--- config.mk ---
export PLATFORM = sky130hd
export DESIGN_NAME = machine_timer_flat
export DESIGN_NICKNAME = d
export VERILOG_FILES = /design/src/rtl/machine_timer_if.sv /design/src/rtl/machine_timer.sv /design/src/flat_wrapper.sv
export SDC_FILE = /design/constraint.sdc
export NUM_CORES = 1
export LEC_CHECK = 0
export CELL_PAD_IN_SITES_DETAIL_PLACEMENT = 1
export CELL_PAD_IN_SITES_GLOBAL_PLACEMENT = 1
export CORE_ASPECT_RATIO = 2
export CORE_UTILIZATION = 25
export DETAILED_ROUTE_END_ITERATION = 10
export GPL_ROUTABILITY_DRIVEN = 1
export HOLD_SLACK_MARGIN = 0.08
export PLACE_DENSITY_LB_ADDON = 0.1
export SLEW_MARGIN = 25
export SYNTH_ARGS = -nofsm -noshare
export SYNTH_HDL_FRONTEND = slang
export SYNTH_SLANG_ARGS = --single-unit
--- constraint.sdc ---
create_clock -name clk -period 2.7 [get_ports clk]
set_input_delay 0.405 -clock clk [delete_from_list [all_inputs] [get_ports clk]]
set_output_delay 0.405 -clock clk [all_outputs]
set_load 0.005 [all_outputs]
--- src/rtl/machine_timer_if.sv ---
// -----------------------------------------------------------------------------
// machine_timer_if
//   32-bit register port between the core's load/store unit and the machine
//   timer. Reads return data one cycle after the strobe.
//
//   bus_addr  [2:0]  word address (byte address bits [4:2])
//   bus_wr           single-cycle write strobe
//   bus_rd           single-cycle read strobe
//   bus_wdata [31:0] write data
//   bus_rdata [31:0] registered read data, valid the cycle after bus_rd
//
//   master : the load/store unit (drives address, strobes, write data)
//   slave  : the timer (drives read data)
// -----------------------------------------------------------------------------
interface machine_timer_if;
    logic [2:0]  bus_addr;
    logic        bus_wr;
    logic        bus_rd;
    logic [31:0] bus_wdata;
    logic [31:0] bus_rdata;

    modport master (
        output bus_addr,
        output bus_wr,
        output bus_rd,
        output bus_wdata,
        input  bus_rdata
    );

    modport slave (
        input  bus_addr,
        input  bus_wr,
        input  bus_rd,
        input  bus_wdata,
        output bus_rdata
    );
endinterface

--- src/rtl/machine_timer.sv ---
// -----------------------------------------------------------------------------
// machine_timer
//   Memory-mapped machine timer: a free-running 64-bit mtime counter advanced
//   by a programmable prescaler, a 64-bit mtimecmp compare register, a sticky
//   pending flag and a one-cycle interrupt pulse toward the interrupt
//   controller.
//
//   Ports:
//     clk      system clock
//     rst      synchronous active-high reset
//     host     register port (slave side of machine_timer_if)
//     timer    one-cycle interrupt pulse, raised when mtime >= mtimecmp first
//              becomes true and IRQ_EN is set
//     pending  sticky pending flag (level), independent of IRQ_EN
//
//   Register map (word addresses):
//     0 CTRL        bit0 EN, bit1 PERIODIC, bit2 IRQ_EN
//     1 PRESCALE    [PRESCALE_W-1:0]; writing it restarts the prescaler
//     2 MTIME_LO    3 MTIME_HI
//     4 MTIMECMP_LO 5 MTIMECMP_HI
//     6 STATUS      bit0 PENDING, write 1 to clear
//     7 reserved    reads 0, writes ignored
// -----------------------------------------------------------------------------
module machine_timer #(
    parameter int                    PRESCALE_W   = 16,
    parameter logic [PRESCALE_W-1:0] PRESCALE_RST = '0
) (
    input  logic             clk,
    input  logic             rst,
    machine_timer_if.slave   host,
    output logic             timer,
    output logic             pending
);

    typedef enum logic [2:0] {
        ADDR_CTRL        = 3'd0,
        ADDR_PRESCALE    = 3'd1,
        ADDR_MTIME_LO    = 3'd2,
        ADDR_MTIME_HI    = 3'd3,
        ADDR_MTIMECMP_LO = 3'd4,
        ADDR_MTIMECMP_HI = 3'd5,
        ADDR_STATUS      = 3'd6,
        ADDR_RSVD        = 3'd7
    } reg_addr_e;

    // Architectural state
    logic                  ctrl_en;
    logic                  ctrl_periodic;
    logic                  ctrl_irq_en;
    logic [PRESCALE_W-1:0] prescale;
    logic [PRESCALE_W-1:0] pre_cnt;
    logic [63:0]           mtime;
    logic [63:0]           mtimecmp;
    logic                  match_prev;
    logic                  pending_q;

    // Combinational helpers
    reg_addr_e             addr;
    logic                  tick;
    logic                  match;
    logic                  rise;
    logic                  wr_ctrl;
    logic                  wr_prescale;
    logic                  wr_mtime_lo;
    logic                  wr_mtime_hi;
    logic                  wr_cmp_lo;
    logic                  wr_cmp_hi;
    logic                  clr_pending;
    logic [31:0]           rdata_sel;

    assign addr = reg_addr_e'(host.bus_addr);

    assign wr_ctrl     = host.bus_wr && (addr == ADDR_CTRL);
    assign wr_prescale = host.bus_wr && (addr == ADDR_PRESCALE);
    assign wr_mtime_lo = host.bus_wr && (addr == ADDR_MTIME_LO);
    assign wr_mtime_hi = host.bus_wr && (addr == ADDR_MTIME_HI);
    assign wr_cmp_lo   = host.bus_wr && (addr == ADDR_MTIMECMP_LO);
    assign wr_cmp_hi   = host.bus_wr && (addr == ADDR_MTIMECMP_HI);
    assign clr_pending = host.bus_wr && (addr == ADDR_STATUS) && host.bus_wdata[0];

    // The prescaler counts 0..PRESCALE, so the tick period is PRESCALE+1 clocks.
    assign tick  = ctrl_en && (pre_cnt == prescale);
    // Compare runs even while disabled, so rewriting mtimecmp can fire an IRQ.
    assign match = (mtime >= mtimecmp);
    assign rise  = match && !match_prev;

    assign pending = pending_q;

    // Read mux works on current register values, so a read that collides
    // with a write to the same address returns the pre-write contents.
    always_comb begin
        // NOTE: default assignment first so no path leaves rdata_sel unassigned,
        // which would otherwise infer a latch.
        rdata_sel = '0;
        case (addr)
            ADDR_CTRL:        rdata_sel = {29'd0, ctrl_irq_en, ctrl_periodic, ctrl_en};
            ADDR_PRESCALE:    rdata_sel = 32'(prescale);
            ADDR_MTIME_LO:    rdata_sel = mtime[31:0];
            ADDR_MTIME_HI:    rdata_sel = mtime[63:32];
            ADDR_MTIMECMP_LO: rdata_sel = mtimecmp[31:0];
            ADDR_MTIMECMP_HI: rdata_sel = mtimecmp[63:32];
            ADDR_STATUS:      rdata_sel = {31'd0, pending_q};
            ADDR_RSVD:        rdata_sel = '0;
            default:          rdata_sel = '0;
        endcase
    end

    // NOTE: all state uses non-blocking assignments so every register samples
    // the pre-edge values of the others, independent of statement order.
    always_ff @(posedge clk) begin
        if (rst) begin
            ctrl_en          <= 1'b0;
            ctrl_periodic    <= 1'b0;
            ctrl_irq_en      <= 1'b0;
            prescale         <= PRESCALE_RST;
            pre_cnt          <= '0;
            mtime            <= '0;
            mtimecmp         <= '1;
            match_prev       <= 1'b0;
            pending_q        <= 1'b0;
            timer            <= 1'b0;
            host.bus_rdata   <= '0;
        end else begin
            if (wr_ctrl) begin
                ctrl_en       <= host.bus_wdata[0];
                ctrl_periodic <= host.bus_wdata[1];
                ctrl_irq_en   <= host.bus_wdata[2];
            end

            // Prescaler: a PRESCALE write restarts the count; disabled holds 0.
            if (wr_prescale) begin
                prescale <= host.bus_wdata[PRESCALE_W-1:0];
                pre_cnt  <= '0;
            end else if (!ctrl_en || tick) begin
                pre_cnt  <= '0;
            end else begin
                pre_cnt  <= pre_cnt + PRESCALE_W'(1);
            end

            // A software write to either half wins over a coincident tick,
            // and the increment for that tick is lost.
            if (wr_mtime_lo) begin
                mtime[31:0]  <= host.bus_wdata;
            end else if (wr_mtime_hi) begin
                mtime[63:32] <= host.bus_wdata;
            end else if (tick) begin
                if (ctrl_periodic && match) begin
                    mtime <= '0;
                end else begin
                    mtime <= mtime + 64'd1;
                end
            end

            if (wr_cmp_lo) begin
                mtimecmp[31:0]  <= host.bus_wdata;
            end
            if (wr_cmp_hi) begin
                mtimecmp[63:32] <= host.bus_wdata;
            end

            match_prev <= match;

            // A rise in the same cycle as a clear keeps the flag set.
            if (rise) begin
                pending_q <= 1'b1;
            end else if (clr_pending) begin
                pending_q <= 1'b0;
            end

            timer <= rise && ctrl_irq_en;

            if (host.bus_rd) begin
                host.bus_rdata <= rdata_sel;
            end
        end
    end

endmodule

--- src/flat_wrapper.sv ---
// flat-port wrapper written by rule: the top's interface ports become plain ports
module machine_timer_flat 
#(
    parameter int                    PRESCALE_W   = 16,
    parameter logic [PRESCALE_W-1:0] PRESCALE_RST = '0
)
  (clk, rst, timer, pending, host_bus_addr, host_bus_wr, host_bus_rd, host_bus_wdata, host_bus_rdata);
  machine_timer_if host_i ();
  input  logic clk;
  input  logic rst;
  output logic timer;
  output logic pending;
  input wire logic [$bits(host_i.bus_addr)-1:0] host_bus_addr;
  input wire logic [$bits(host_i.bus_wr)-1:0] host_bus_wr;
  input wire logic [$bits(host_i.bus_rd)-1:0] host_bus_rd;
  input wire logic [$bits(host_i.bus_wdata)-1:0] host_bus_wdata;
  output wire logic [$bits(host_i.bus_rdata)-1:0] host_bus_rdata;
  assign host_i.bus_addr = host_bus_addr;
  assign host_i.bus_wr = host_bus_wr;
  assign host_i.bus_rd = host_bus_rd;
  assign host_i.bus_wdata = host_bus_wdata;
  assign host_bus_rdata = host_i.bus_rdata;
  machine_timer #(.PRESCALE_W(PRESCALE_W), .PRESCALE_RST(PRESCALE_RST)) u_core (.clk(clk), .rst(rst), .host(host_i), .timer(timer), .pending(pending));
endmodule
==> flow_summary.yaml, run 1 <==
synthesis:
  syn_inst: 1492
  synth_edf_count: 0
  yosysSeqAreaShare: 0.3350
  yosys.cell_types.count: 69
  syn_avg_cell_area_um2: 7.931
  ys_ff_latch: 198
  synth_nets: 1597
  ys_warn_count: 0
  async_flop_share: 0
  dominantRegCellSynth: "dfxtp_1"
  syn_area_um2: 11830
clock_network:
  clkLatencyLatePin_ns: 0.48
  clkTransAtPathRegs_ns: 0.09
  cts_tree: "done"
  cts_sinks: 198
  clk_path_buf_depth: 2
  cts_hold_buffers: 0
  ctsHtreeMaxLevel: 4
  cts-root-buf: "clkbuf_16"
  cts_made_buffers: 17
power_and_ir_drop:
  swShare: 0.3138
  p_int_mw: 5.342
  combinationalPowerShare: 0.221
  switchingPower_mw: 2.443
  pwr-share-clk: 0.369
  max-vdd-ir-drop_uv: 295.9
  p_leak_nw: 7.099
  p_seq_frac: 0.410
  p_per_area_nw_per_um2: 446.5
  fin_total_pwr_mw: 7.785
detailed_routing:
  dr.pass1.iters: 5
  vias: 13350
  via_per_inst: 5.393
  antenna_left: 0
  drc_errors: 0
  drt_iter0_drc: 582
  wl_um: 66210
  wl_per_cell_um: 26.74
setup_path:
  crit_type: "register to register"
  cp_common_cell: "o21ai_2"
  critPathMaxStageDelay_ns: 0.62
  critPathLaunch: "u_core.mtimecmp[34]$_SDFFE_PP1P_"
  r2r_start: "u_core.mtimecmp[34]$_SDFFE_PP1P_"
  cp_slowest_cell: "or4_4"
  worstSetupStartpointType: "register"
  critPathCaptureType: "register"
  worstPathCellList: "inv_1 -> ha_1 -> nand2_1 -> o21ai_2 -> a221oi_2 -> buf_4 -> nor2_1 -> or4_4 -> o21ai_4 -> buf_12 -> buf_8 -> o21ai_2 -> a211oi_2"
  critPathRequiredTime_ns: 3.10
  crit_arrival_ns: 3.49
  critPathMaxFanout: 8
  r2r.worst_path.cells: 13
floorplan:
  ios: 73
  die-width_um: 155.8
  die_h_um: 309.7
  row_count: 112
  start_util: 0.2536
  core_area_um2: 46660
  die_area_um2: 48260
global_routing:
  grt_max_degree: 64
  track_usage: 0.2793
  grt_pass1_wl_um: 95660
  antenna_found_initial: 0
  grt_overflow_total: 0
  grt_pass1_vias: 14240
sta:
  finalHoldViolations: 0
  slew_headroom: 0.5224
  setup_violations: 67
  setup_ws_ns: -0.3898
  final-max-slew-violation-count: 0
  min_period_over_period: 1.144
  grt_setup_unrepaired: "yes"
  period_needed_ns: 3.090
  tightestPinTransition_ns: 0.7164
  finClkSkew_ns: 0.02217
  fmax_mhz: 323.7
layout:
  syn_to_final_growth_pct: 47.36
  antenna_cells: 0
  final_cell_mix: "buf_4 (317), nand2_1 (193), dfxtp_1 (168), a21oi_1 (99), nor2_1 (79)"
  nFillCells: 5500
  drive_above_1_share: 0.3142
  final_core_util: 0.3737
  final_nets: 1942
  layout_commonest_cell: "buf_4"
  fin_cells: 2476
status:
  violations: "setup timing"
  outcome: "finished, violations left"
placement:
  dp.cells: 2421
  preCtsSetupSlack_ns: -0.8858
  gp_congestion: 0.9109
  dpl.hpwl_um: 51960
  port_buffers: 72
worst_hold_path:
  min_path_type: "input port to register"
  hold_start: "rst"
  hold_depth: 2
flow_run:
  maxCapViolations: 0
[sequential cells by signal (all words and copies together) (netlist names), 16 cells and up]
signal	cells
u_core.pre_cnt	16
u_core.mtimecmp	64
u_core.mtime	64
u_core.host.bus_rdata	32
u_core.prescale	16
[final cells by class]
cell class                 count  area [um^2]  area share
clock buffer                  19        442.9     0.02540
timing repair buffer         435         3825      0.2194
inverter                      71        269.0     0.01543
sequential                   198         4001      0.2295
multi-input combinational   1114         7945      0.4557
tap                          627        784.5     0.04499
clock inverter                12        168.9    0.009687
[cell families after synthesis]
family,Yosys count,synth area share
XOR/XNOR,27,0.01999
multiplexers,57,0.05076
flip-flops,198,0.3350
buffers and inverters,180,0.05890
AO/OA/AOI/OAI,423,0.2371
AND/OR/NAND/NOR,541,0.2285
adder cells (fa/ha/maj),66,0.06979
[timing repair]
action / CTS / global route
hold endpoints to repair: 0 / 0
pin swaps: 76 / 49
cloned: 3 / 0
gates resized for setup: 165 / 57
buffers inserted: 21 / 9
setup endpoints to repair: 67 / 67
[worst max-delay path, delay by kind of cell (launching register included)]
kind	cells	cell delay, ns
AOI/OAI and AO/OA	5	1.02
adders and majority gates	1	0.31
buffers and inverters	4	0.57
DFF	1	0.34
and+or+nand+nor	3	0.76
[worst paths after layout]
kind | to | slack [ns]
worst min-delay path | u_core.host.bus_rdata[1]$_SDFFE_PP0P_ | 0.28
worst max-delay path | u_core.mtime[40]$_SDFFE_PP0P_ | -0.39
worst max register to register | u_core.mtime[40]$_SDFFE_PP0P_ | -0.39
worst min register to register | u_core.pending$_SDFFE_PP0P_ | 0.49
[cells in the mapped netlist, drive strengths merged, types with 6 or more instances]
cell type / n / area (um^2)
buf: 14 / 73.82
xnor2: 21 / 183.9
nor2b: 10 / 62.56
and2: 13 / 81.33
dfxtp: 198 / 3964
nand2: 198 / 743.2
nand4b: 10 / 87.58
o21ai: 73 / 369.1
o221ai: 13 / 113.9
nand3: 48 / 240.2
nor2: 87 / 329.1
clkbuf: 95 / 356.6
or3: 8 / 50.05
nand4: 36 / 231.5
nor4: 45 / 287.8
a22oi: 64 / 480.5
mux2i: 42 / 420.4
inv: 71 / 266.5
and3: 34 / 212.7
mux2: 14 / 157.7
o211ai: 70 / 525.5
a221oi: 23 / 207.7
and4: 12 / 105.1
a21oi: 110 / 558.0
a31oi: 23 / 143.9
ha: 66 / 825.8
nor3: 20 / 105.1
xor2: 6 / 52.55
[per-stage QoR]
step	area (um^2)	setup TNS, ns	hold slack (ns)
floorplan	11860	0	0.4525
global placement	15770	-48.16	0.4668
detailed placement	15770	-49.88	0.4761
CTS	17250	-20.70	0.2618
global route	17440	-24.08	0.2858
finish	17440	-18.07	0.2820
[routing by layer]
layer,share of wire,track usage,vias to the layer above
met2,0.55,0.5442,313
met1,0.33,0.2481,6636
li1,-,-,6228
met4,0.094,0.2487,0
met3,0.022,0.03017,175
met5,0,0,-
[power by group through the flow]
stage | Sequential (mW) | Clock, mW | Combinational (mW)
6_report | 3.19 | 2.87 | 1.72
5_1_grt | 3.21 | 3.03 | 1.82
3_3_place_gp | 3.24 | 0 | 1.59
4_1_cts | 3.19 | 2.94 | 1.70
3_5_place_dp | 3.24 | 0 | 1.61
2_1_floorplan | 3.27 | 0 | 0.628
Power figures use the tool's default switching activity.
==> inputs of run 2 (changes only) <==
--- a/config.mk
+++ b/config.mk
@@ -5,6 +5,7 @@
 export SDC_FILE = /design/constraint.sdc
 export NUM_CORES = 1
 export LEC_CHECK = 0
+export CAP_MARGIN = 20
 export CELL_PAD_IN_SITES_DETAIL_PLACEMENT = 1
 export CELL_PAD_IN_SITES_GLOBAL_PLACEMENT = 1
 export CORE_ASPECT_RATIO = 2
==> results of run 2 <==
The final DEF is identical to that of run 1; final timing and power are the same.
